===== src/rtl/conv_seq_engine.sv =====
// conv_seq_engine
//   Sequential multi-channel 2-D convolution. A start pulse latches a full
//   image, weight set and bias set. One signed fixed-point MAC then walks
//   every output pixel of every output channel. Each pixel takes N MAC
//   cycles, one bias cycle and one write cycle. Zero padding, stride, bias
//   add, optional ReLU and saturation are applied to every pixel.
//
// Ports
//   clk        rising-edge clock
//   reset      asynchronous active-low reset
//   conv_en    start pulse, only looked at while idle
//   image      flattened image, word (c,y,x) = (c*image_length+y)*image_width+x
//   weight     flattened kernels, word ((o*ic+c)*weight_length+ky)*weight_width+kx
//   bias       flattened bias, word o belongs to output channel o
//   busy       high from the accepting edge until the completion pulse
//   pix_valid  one-cycle strobe qualifying pix_data / pix_index
//   pix_data   finished pixel value
//   pix_index  word index (o*result_length+oy)*result_width+ox of that pixel
//   result     flattened results, same word order as pix_index
//   out_valid  one-cycle pulse once every pixel has been written
//
// Flattened vectors put word 0 in the most significant bits.
//
// Handshake: there is no back-pressure. conv_en is accepted on the first
// rising edge where it is high and the engine is idle; while busy is high it
// is ignored. pix_valid and out_valid are single-cycle strobes that the
// consumer must capture in the cycle they are high. result is stable from
// out_valid until the next accepted start.
module conv_seq_engine #(
  parameter int data_width     = 16,
  parameter int frac_bits      = 8,
  parameter int input_channel  = 2,
  parameter int output_channel = 2,
  parameter int image_width    = 4,
  parameter int image_length   = 4,
  parameter int weight_width   = 2,
  parameter int weight_length  = 2,
  parameter int stride         = 1,
  parameter int padding        = 0,
  parameter int relu_en        = 0,
  parameter int result_width   = (image_width - weight_width + 2 * padding) / stride + 1,
  parameter int result_length  = (image_length - weight_length + 2 * padding) / stride + 1,
  localparam int pix_num       = output_channel * result_length * result_width,
  localparam int pix_idx_w     = (pix_num > 1) ? $clog2(pix_num) : 1
) (
  input  logic                                    clk,
  input  logic                                    reset,
  input  logic                                    conv_en,
  input  logic [input_channel*image_width*image_length*data_width-1:0]                   image,
  input  logic [output_channel*input_channel*weight_width*weight_length*data_width-1:0]  weight,
  input  logic [output_channel*data_width-1:0]    bias,
  output logic                                    busy,
  output logic                                    pix_valid,
  output logic [data_width-1:0]                   pix_data,
  output logic [pix_idx_w-1:0]                    pix_index,
  output logic [pix_num*data_width-1:0]           result,
  output logic                                    out_valid
);

  localparam int IMG_N  = input_channel * image_length * image_width;
  localparam int WGT_N  = output_channel * input_channel * weight_length * weight_width;
  localparam int TAP_N  = input_channel * weight_length * weight_width;
  localparam int ACC_W  = 2 * data_width + $clog2(TAP_N) + 1;
  localparam int IMG_AW = (IMG_N > 1) ? $clog2(IMG_N) : 1;
  localparam int WGT_AW = (WGT_N > 1) ? $clog2(WGT_N) : 1;
  localparam int C_W    = (input_channel > 1) ? $clog2(input_channel) : 1;
  localparam int KY_W   = (weight_length > 1) ? $clog2(weight_length) : 1;
  localparam int KX_W   = (weight_width > 1) ? $clog2(weight_width) : 1;
  localparam int O_W    = (output_channel > 1) ? $clog2(output_channel) : 1;
  localparam int OY_W   = (result_length > 1) ? $clog2(result_length) : 1;
  localparam int OX_W   = (result_width > 1) ? $clog2(result_width) : 1;

  // Saturation bounds expressed at accumulator width.
  localparam logic signed [ACC_W-1:0] SAT_MAX = {{(ACC_W-data_width+1){1'b0}}, {(data_width-1){1'b1}}};
  localparam logic signed [ACC_W-1:0] SAT_MIN = {{(ACC_W-data_width+1){1'b1}}, {(data_width-1){1'b0}}};

  typedef enum logic [2:0] {
    ST_IDLE  = 3'd0,
    ST_MAC   = 3'd1,
    ST_BIAS  = 3'd2,
    ST_WRITE = 3'd3,
    ST_DONE  = 3'd4
  } state_t;

  state_t state_q, state_d;

  logic signed [data_width-1:0] img_q  [IMG_N];
  logic signed [data_width-1:0] img_d  [IMG_N];
  logic signed [data_width-1:0] wgt_q  [WGT_N];
  logic signed [data_width-1:0] wgt_d  [WGT_N];
  logic signed [data_width-1:0] bias_q [output_channel];
  logic signed [data_width-1:0] bias_d [output_channel];
  logic        [data_width-1:0] res_q  [pix_num];
  logic        [data_width-1:0] res_d  [pix_num];

  logic signed [ACC_W-1:0] acc_q, acc_d;
  logic [C_W-1:0]          c_q, c_d;
  logic [KY_W-1:0]         ky_q, ky_d;
  logic [KX_W-1:0]         kx_q, kx_d;
  logic [O_W-1:0]          o_q, o_d;
  logic [OY_W-1:0]         oy_q, oy_d;
  logic [OX_W-1:0]         ox_q, ox_d;
  logic [pix_idx_w-1:0]    pix_cnt_q, pix_cnt_d;
  logic                    busy_q, busy_d;
  logic                    pix_valid_q, pix_valid_d;
  logic [data_width-1:0]   pix_data_q, pix_data_d;
  logic [pix_idx_w-1:0]    pix_index_q, pix_index_d;
  logic                    out_valid_q, out_valid_d;

  // Tap addressing and MAC operand path.
  int                          tap_iy, tap_ix;
  logic                        tap_ok;
  logic [IMG_AW-1:0]           img_addr;
  logic [WGT_AW-1:0]           wgt_addr;
  logic signed [data_width-1:0]   img_op, wgt_op;
  logic signed [2*data_width-1:0] img_ext, wgt_ext, prod;
  logic signed [ACC_W-1:0]     prod_ext, bias_ext, bias_sh, acc_shr, relu_v;
  logic [data_width-1:0]       sat_v;
  logic                        kx_last, ky_last, c_last, tap_last;
  logic                        ox_last, oy_last, pix_last;

  assign kx_last  = (kx_q == KX_W'(weight_width - 1));
  assign ky_last  = (ky_q == KY_W'(weight_length - 1));
  assign c_last   = (c_q == C_W'(input_channel - 1));
  assign tap_last = kx_last & ky_last & c_last;
  assign ox_last  = (ox_q == OX_W'(result_width - 1));
  assign oy_last  = (oy_q == OY_W'(result_length - 1));
  assign pix_last = (pix_cnt_q == pix_idx_w'(pix_num - 1));

  always_comb begin : tap_path
    // Coordinates in the unpadded image; anything outside reads as zero.
    tap_iy   = int'(oy_q) * stride + int'(ky_q) - padding;
    tap_ix   = int'(ox_q) * stride + int'(kx_q) - padding;
    tap_ok   = (tap_iy >= 0) && (tap_iy < image_length) &&
               (tap_ix >= 0) && (tap_ix < image_width);
    img_addr = '0;
    if (tap_ok) begin
      img_addr = IMG_AW'((int'(c_q) * image_length + tap_iy) * image_width + tap_ix);
    end
    wgt_addr = WGT_AW'(((int'(o_q) * input_channel + int'(c_q)) * weight_length
                        + int'(ky_q)) * weight_width + int'(kx_q));
    img_op   = tap_ok ? img_q[img_addr] : '0;
    wgt_op   = wgt_q[wgt_addr];
    img_ext  = {{data_width{img_op[data_width-1]}}, img_op};
    wgt_ext  = {{data_width{wgt_op[data_width-1]}}, wgt_op};
    prod     = img_ext * wgt_ext;
    prod_ext = {{(ACC_W-2*data_width){prod[2*data_width-1]}}, prod};
    bias_ext = {{(ACC_W-data_width){bias_q[o_q][data_width-1]}}, bias_q[o_q]};
    bias_sh  = bias_ext <<< frac_bits;
  end

  always_comb begin : post_path
    // Arithmetic shift truncates toward minus infinity.
    acc_shr = acc_q >>> frac_bits;
    relu_v  = acc_shr;
    if ((relu_en != 0) && acc_shr[ACC_W-1]) begin
      relu_v = '0;
    end
    if (relu_v > SAT_MAX) begin
      sat_v = SAT_MAX[data_width-1:0];
    end else if (relu_v < SAT_MIN) begin
      sat_v = SAT_MIN[data_width-1:0];
    end else begin
      sat_v = relu_v[data_width-1:0];
    end
  end

  // FSM: state register.
  always_ff @(posedge clk or negedge reset) begin
    if (!reset) begin
      state_q <= ST_IDLE;
    end else begin
      state_q <= state_d;
    end
  end

  // FSM: next state.
  always_comb begin : next_state
    state_d = state_q;
    unique case (state_q)
      ST_IDLE:  if (conv_en) state_d = ST_MAC;
      ST_MAC:   if (tap_last) state_d = ST_BIAS;
      ST_BIAS:  state_d = ST_WRITE;
      ST_WRITE: state_d = pix_last ? ST_DONE : ST_MAC;
      ST_DONE:  state_d = ST_IDLE;
      default:  state_d = ST_IDLE;
    endcase
  end

  // FSM: outputs and datapath next values.
  always_comb begin : out_comb
    img_d       = img_q;
    wgt_d       = wgt_q;
    bias_d      = bias_q;
    res_d       = res_q;
    acc_d       = acc_q;
    c_d         = c_q;
    ky_d        = ky_q;
    kx_d        = kx_q;
    o_d         = o_q;
    oy_d        = oy_q;
    ox_d        = ox_q;
    pix_cnt_d   = pix_cnt_q;
    busy_d      = busy_q;
    pix_valid_d = 1'b0;
    pix_data_d  = pix_data_q;
    pix_index_d = pix_index_q;
    out_valid_d = 1'b0;
    unique case (state_q)
      ST_IDLE: begin
        if (conv_en) begin
          for (int i = 0; i < IMG_N; i++) begin
            img_d[i] = image[(IMG_N-i)*data_width-1 -: data_width];
          end
          for (int i = 0; i < WGT_N; i++) begin
            wgt_d[i] = weight[(WGT_N-i)*data_width-1 -: data_width];
          end
          for (int i = 0; i < output_channel; i++) begin
            bias_d[i] = bias[(output_channel-i)*data_width-1 -: data_width];
          end
          res_d     = '{default: '0};
          acc_d     = '0;
          c_d       = '0;
          ky_d      = '0;
          kx_d      = '0;
          o_d       = '0;
          oy_d      = '0;
          ox_d      = '0;
          pix_cnt_d = '0;
          busy_d    = 1'b1;
        end
      end
      ST_MAC: begin
        acc_d = acc_q + prod_ext;
        // kx fastest, then ky, then c; everything wraps to 0 after the last tap.
        if (!kx_last) begin
          kx_d = kx_q + 1'b1;
        end else begin
          kx_d = '0;
          if (!ky_last) begin
            ky_d = ky_q + 1'b1;
          end else begin
            ky_d = '0;
            c_d  = c_last ? '0 : c_q + 1'b1;
          end
        end
      end
      ST_BIAS: begin
        acc_d = acc_q + bias_sh;
      end
      ST_WRITE: begin
        res_d[pix_cnt_q] = sat_v;
        pix_data_d       = sat_v;
        pix_index_d      = pix_cnt_q;
        pix_valid_d      = 1'b1;
        acc_d            = '0;
        pix_cnt_d        = pix_last ? '0 : pix_cnt_q + 1'b1;
        if (!ox_last) begin
          ox_d = ox_q + 1'b1;
        end else begin
          ox_d = '0;
          if (!oy_last) begin
            oy_d = oy_q + 1'b1;
          end else begin
            oy_d = '0;
            o_d  = pix_last ? '0 : o_q + 1'b1;
          end
        end
      end
      ST_DONE: begin
        busy_d      = 1'b0;
        out_valid_d = 1'b1;
      end
      default: ;
    endcase
  end

  always_ff @(posedge clk or negedge reset) begin
    if (!reset) begin
      img_q       <= '{default: '0};
      wgt_q       <= '{default: '0};
      bias_q      <= '{default: '0};
      res_q       <= '{default: '0};
      acc_q       <= '0;
      c_q         <= '0;
      ky_q        <= '0;
      kx_q        <= '0;
      o_q         <= '0;
      oy_q        <= '0;
      ox_q        <= '0;
      pix_cnt_q   <= '0;
      busy_q      <= 1'b0;
      pix_valid_q <= 1'b0;
      pix_data_q  <= '0;
      pix_index_q <= '0;
      out_valid_q <= 1'b0;
    end else begin
      img_q       <= img_d;
      wgt_q       <= wgt_d;
      bias_q      <= bias_d;
      res_q       <= res_d;
      acc_q       <= acc_d;
      c_q         <= c_d;
      ky_q        <= ky_d;
      kx_q        <= kx_d;
      o_q         <= o_d;
      oy_q        <= oy_d;
      ox_q        <= ox_d;
      pix_cnt_q   <= pix_cnt_d;
      busy_q      <= busy_d;
      pix_valid_q <= pix_valid_d;
      pix_data_q  <= pix_data_d;
      pix_index_q <= pix_index_d;
      out_valid_q <= out_valid_d;
    end
  end

  always_comb begin : pack_result
    result = '0;
    for (int g = 0; g < pix_num; g++) begin
      result[(pix_num-g)*data_width-1 -: data_width] = res_q[g];
    end
  end

  assign busy      = busy_q;
  assign pix_valid = pix_valid_q;
  assign pix_data  = pix_data_q;
  assign pix_index = pix_index_q;
  assign out_valid = out_valid_q;

endmodule


===== config.mk =====
export PLATFORM = sky130hd
export DESIGN_NAME = conv_seq_engine
export DESIGN_NICKNAME = d
export VERILOG_FILES = /design/src/rtl/conv_seq_engine.sv
export SDC_FILE = /design/constraint.sdc
export NUM_CORES = 2
export LEC_CHECK = 0
export ABC_CLOCK_PERIOD_IN_PS = 11500
export CORE_AREA = 2 2 429 431
export CTS_CLUSTER_SIZE = 14
export DETAILED_ROUTE_END_ITERATION = 7
export DIE_AREA = 0 0 431 433
export PLACE_DENSITY = 0.59
export RECOVER_POWER = 50
export SLEW_MARGIN = 5
export SYNTH_ARGS = -nofsm -noshare
export SYNTH_HDL_FRONTEND = slang
export SYNTH_SLANG_ARGS = --single-unit
export TNS_END_PERCENT = 20

===== constraint.sdc =====
create_clock -name clk -period 11.5 [get_ports clk]
set_input_delay 1.725 -clock clk [delete_from_list [all_inputs] [get_ports clk]]
set_output_delay 1.725 -clock clk [all_outputs]
set_load 0.01 [all_outputs]

Word-level counts from Yosys, hierarchy flattened
Cells that the tools add are included.

Muxes and demuxes: 51. Equality and inequality tests: 13. $lt $le $gt $ge: 11. Reductions and logical operators: 19. Add/subtract/negate cells: 16. Bitwise logic cells: 6. Multiply operators: 1.

Operators by type and width (number): 288-bit one-hot mux with 2 select lines (1); 288-bit bitwise mux (1); 288-bit 2-to-1 mux (1); 16-bit 2-to-1 mux (11); 36-bit one-hot mux with 4 select lines (1); 16-bit binary-select mux with 5-bit select (1); 16-bit demux with 5-bit select (1); 16-bit binary-select mux with 4-bit select (1); 36-bit by 24-bit adder with 36-bit output (1); 36-bit by 32-bit adder with 36-bit output (1); 36-bit 2-to-1 mux (1); 16-bit by 16-bit multiplier with 32-bit output (1); 28-bit by 16-bit greater-than comparator with 1-bit output (second input constant) (1); 28-bit by 16-bit less-than comparator with 1-bit output (second input constant) (1); 5-bit 2-to-1 mux (3); 1-bit 2-to-1 mux (13); 6-bit greater-or-equal comparator (second input constant) (2); 2-bit != test (second input constant) (6); 5-bit inverter with 6-bit output (2); 3-bit one-hot mux with 4 select lines (1); 2-bit AND reduction (6); 1-bit one-hot mux with 2 select lines (5); 5-bit one-hot mux with 2 select lines (1); 3-bit 2-to-1 mux (3); other kinds (30) (51).

Word-level logic and storage cells: 199. Output and inout bits: 312. Bits of input ports: 803. Register bits: 1164.

Depth between registers and ports, before layout
Word-level depth: 14. Mapped depth: 37.

Worst setup path before layout
No wires, ideal clock.

Kind: flip-flop to flip-flop. Start point: reg ox_q[0]. End point: reg acc_q[35]. Path buffers: 4. Cell stages (with the launch flop): 33. Arrival time: 8.300 ns. Library setup time: 0.080 ns. Path slack: 3.119 ns. Cells stage by stage: dfrtp_1 -> ha_1 -> ha_1 -> ha_1 -> buf_2 -> or3b_1 -> buf_6 -> buf_6 -> a221oi_2 -> nor3_1 -> a21oi_2 -> nand2_2 -> a21oi_1 -> buf_2 -> nand2b_1 -> fa_1 -> fa_1 -> inv_1 -> fa_1 -> fa_1 -> fa_1 -> inv_1 -> fa_1 -> inv_1 -> ha_1 -> and3_1 -> o211ai_1 -> nand4b_1 -> a221oi_1 -> a21oi_1 -> a2111oi_0 -> xnor3_1 -> o211ai_2.

Cells in the longest elaborated chain, start to end: 13. Elaborated cells between the ends (all ways): 15. Those cells by class: 3 x add/sub; 1 x mul; 2 x order compare; 6 x mux; 1 x bitwise; 2 x reduce/logical.

RTL lines: from (decl) (RTL line 102) `logic [OX_W-1:0] ox_q, ox_d;`; from (signal assigned) (RTL line 290) `ox_q <= '0;`; from (signal assigned) (RTL line 308) `ox_q <= ox_d;`; 2-bit by 1-bit adder with 3-bit output * (RTL line 133) `tap_ix = int'(ox_q) * stride + int'(kx_q) - padding;`; branches (longest 8 deep; another with 5-bit by 3-bit adder with 5-bit output); 16-bit 2-to-1 mux * (RTL line 142) `img_op = tap_ok ? img_q[img_addr] : '0;`; 16-bit by 16-bit multiplier with 32-bit output * (RTL line 146) `prod = img_ext * wgt_ext;`; 36-bit by 32-bit adder with 36-bit output * (RTL line 234) `acc_d = acc_q + prod_ext;`; 36-bit one-hot mux with 4 select lines * (RTL line 209) `unique case (state_q)`; to (signal assigned) (RTL line 284) `acc_q <= '0;`; to (signal assigned) (RTL line 302) `acc_q <= acc_d;`; to (decl) (RTL line 96) `logic signed [ACC_W-1:0] acc_q, acc_d;`.

Mark *: on every way between the ends. The select of a mux whose other input is x is not followed. A chain may end at the register's enable or synchronous reset.

Worst setup path in the final report
Start point: reg kx_q (netlist: kx_last). End point: reg acc_q[28].

Cells in the longest elaborated chain, start to end: 13. Elaborated cells between the ends (all ways): 20. Those cells by class: 4 x add/sub; 1 x mul; 2 x order compare; 9 x mux; 2 x bitwise; 2 x reduce/logical.

RTL lines: from (decl) (RTL line 99) `logic [KX_W-1:0] kx_q, kx_d;`; from (signal assigned) (RTL line 305) `kx_q <= kx_d;`; branches (longest 10 deep; another with 5-bit by 3-bit adder with 5-bit output); 16-bit by 16-bit multiplier with 32-bit output * (RTL line 146); 36-bit by 32-bit adder with 36-bit output * (RTL line 234); 36-bit one-hot mux with 4 select lines * (RTL line 209).

Marked as above.

==> results.cfg <==
[final_layout]
final_area_mm2 = 0.0814
final_cell_mix = 2694 x nand2_1, 1160 x dfrtp_1, 1081 x clkdlybuf4s50_1
final_nets = 8871
drive_above_1_share_pct = 6.68
synthToLayoutAreaGrowth_pct = 28.7
layout_commonest_cell = nand2_1

[detailed_routing]
drt_iter0_markers = 5069
postRouteWirelength_um = 272000
ant_nets = 0
routed_via_density = 5.29
drcViolationCount = 0
num_vias = 53746
wl_per_cell_um = 26.8
first_pass_iters = 5

[yosys]
synth.top_cell.area_share_pct = 46.1
synth.yosys.warnings = 0
synth_cells = 6651
synth.largest_area_cell = dfrtp_1
ys_seq_area_share_pct = 46.1
syn-cell-area_mm2 = 0.0632
synthTopCellsByArea = dfrtp_1 46%, nand2_1 16%, fa_1 10%
synth_cell_types = 86
avgSynthCellArea_um2 = 9.51
async_flop_share_pct = 100
synth_nets = 7913
ys_ff_latch = 1164
synthFlopType = dfrtp_1
synth_edf_count = 0

[cts]
cts_tree = yes
cts-root-buf = clkbuf_16
htreeDepth = 4
cts-hold-fix-buffers = 0
clk_latency_ns = 0.81
cts_setup_buffers = 0
cts_resized = 0
numClockSinks = 1164
clkTransAtPathRegs_ns = 0.06
cts_max_path_buffers = 3
cts_buffers = 136

[sta]
post-route-min-period_ns = 10.72
min_period_over_period_pct = 93.2
final.setup.tns_ns = 0
slew_violations = 1161
setup_viol = 0
holdWs_ns = 0.468
slew_headroom_pct = -306
hold_violations = 0
fmax_ghz = 0.0933
finClkSkew_ns = 0.0498
grt_setup_unrepaired = false
tightest_slew_ns = 6.09

[worst_setup_path]
worstPathMaxFanout = 34
reg2reg_to = acc_q[28]
startpoint_type = flop
r2r_start = kx_last
critPathMaxStageDelay_ns = 0.88
end_kind = flop
r2r_cells = 31
worstPathRequired_ns = 12.17
path_class = flop to flop
crit_top_cell = fa_1
reg2reg_slack_ns = 0.78
slowest_stage = or3b_2
crit_arrival_ns = 11.40

[placed_design]
placed_cell_area_mm2 = 0.0767
gp_congestion = 0.930
numPortBuffers = 1114
hpwl_um = 207000

[floorplan]
initial_utilization_pct = 34.7
rows = 157
ios = 1115
fp.dieW_um = 431
dieArea_mm2 = 0.187
core-area_mm2 = 0.182
die_y_um = 433

[worst_hold_path]
min_to = wgt_q[136]
hold_path_class = flop to flop
hp-start = wgt_q[136]
holdPathStages = 2

[global_route]
grt_max_degree = 215
use_met3_pct = 6.70
use_met2_pct = 44.9
top_usage_layer = met2
grt_pass1_vias = 53817
track_usage_pct = 28.8
gr-usage-met1_pct = 37.5
antenna_found_initial = 113
gr-total-overflow = 0
grt_pass1_wl_um = 388000

[run_status]
violations = max-capacitance violations, max-slew violations
status = finished, violations left

[run]
max_cap_viol_count = 30
## cell type report
type | count | area (µm²)
Tap cell | 2385 | 2980
Inverter | 394 | 1480
Antenna cell | 59 | 148
Timing Repair Buffer | 1226 | 12000
Fill cell | 17454 | 101000
Sequential cell | 1164 | 29100
Clock inverter | 46 | 687
Clock buffer | 198 | 4000
Multi-Input combinational cell | 4687 | 30900
## kinds of logic (layout without fill, tap and decap cells)
kind of cell,after synthesis,in the layout,share of synthesized area [%]
AND/OR/NAND/NOR,3202,3202,20.2
flip-flops,1164,1164,46.1
buffers and inverters,800,1864,5.21
AO/OA/AOI/OAI,784,784,9.56
adder cells (fa/ha/maj),459,459,12.8
multiplexers,184,184,5.33
XOR/XNOR,58,58,0.837
other,0,59,0
## sequential cells by signal, summed over array words and instances, names as in the netlist, 2 cells and up
| register | count |
|---|---|
| acc_q | 36 |
| pix_data | 16 |
| state_q | 3 |
| result | 288 |
| pix_cnt_q | 5 |
| img_q | 512 |
| ox_q | 2 |
| wgt_q | 256 |
| bias_q | 32 |
| pix_index | 5 |
| oy_q | 2 |
## worst max-delay path: cells and delay by family, from the launching register on
kind,cells,cell delay (ns)
buf+inv,5,0.53
xor+xnor,1,0.11
compound gates,9,3.58
fa+ha+maj,10,4.40
flops,1,0.48
simple gates,6,1.46
## routing by layer
| metal | share of wire [%] | vias up |
|---|---|---|
| li1 | - | 23625 |
| met1 | 40 | 27351 |
| met2 | 47 | 2161 |
| met3 | 7.5 | 543 |
| met4 | 4.8 | 66 |
| met5 | 0.15 | - |
## how the worst max path moves through the flow
stage | from | end | slack, ns
6_report | kx_last | acc_q[28] | 0.78
5_1_grt | reset | result[170] | 0.19
4_1_cts | ox_q[0] | acc_q[28] | 0.94
3_5_place_dp | ox_q[0] | acc_q[28] | 0.95
3_3_place_gp | kx_last | acc_q[26] | 1.03
2_1_floorplan | ox_q[0] | acc_q[35] | 3.12
## metrics by stage
step | worst slack, ns | utilization [%] | cells
floorplan | 3.12 | - | 6651
global placement | 1.03 | 42.1 | 9856
detailed placement | 0.949 | 42.1 | 9856
CTS | 0.943 | 44.7 | 10100
global route | 0.194 | 44.7 | 10151
finish | 0.779 | 44.7 | 10159
## synth_stat cells, drive strengths merged (32+ instances only)
| cell type | n |
|---|---|
| nand2 | 2697 |
| dfrtp | 1164 |
| inv | 394 |
| fa | 316 |
| a22o | 279 |
| clkbuf | 229 |
| nor2 | 196 |
| buf | 177 |
| ha | 143 |
| mux4 | 119 |
| o21ai | 104 |
| a21oi | 87 |
| nand3 | 76 |
| a211oi | 44 |
| and2 | 44 |
| a21o | 38 |
| nor2b | 38 |
| a221oi | 35 |
| mux2i | 35 |
| nand2b | 32 |
Power is left out: the tool's default activity adds up to more than one toggle a clock period on the data nets, which glitch-free logic cannot reach.
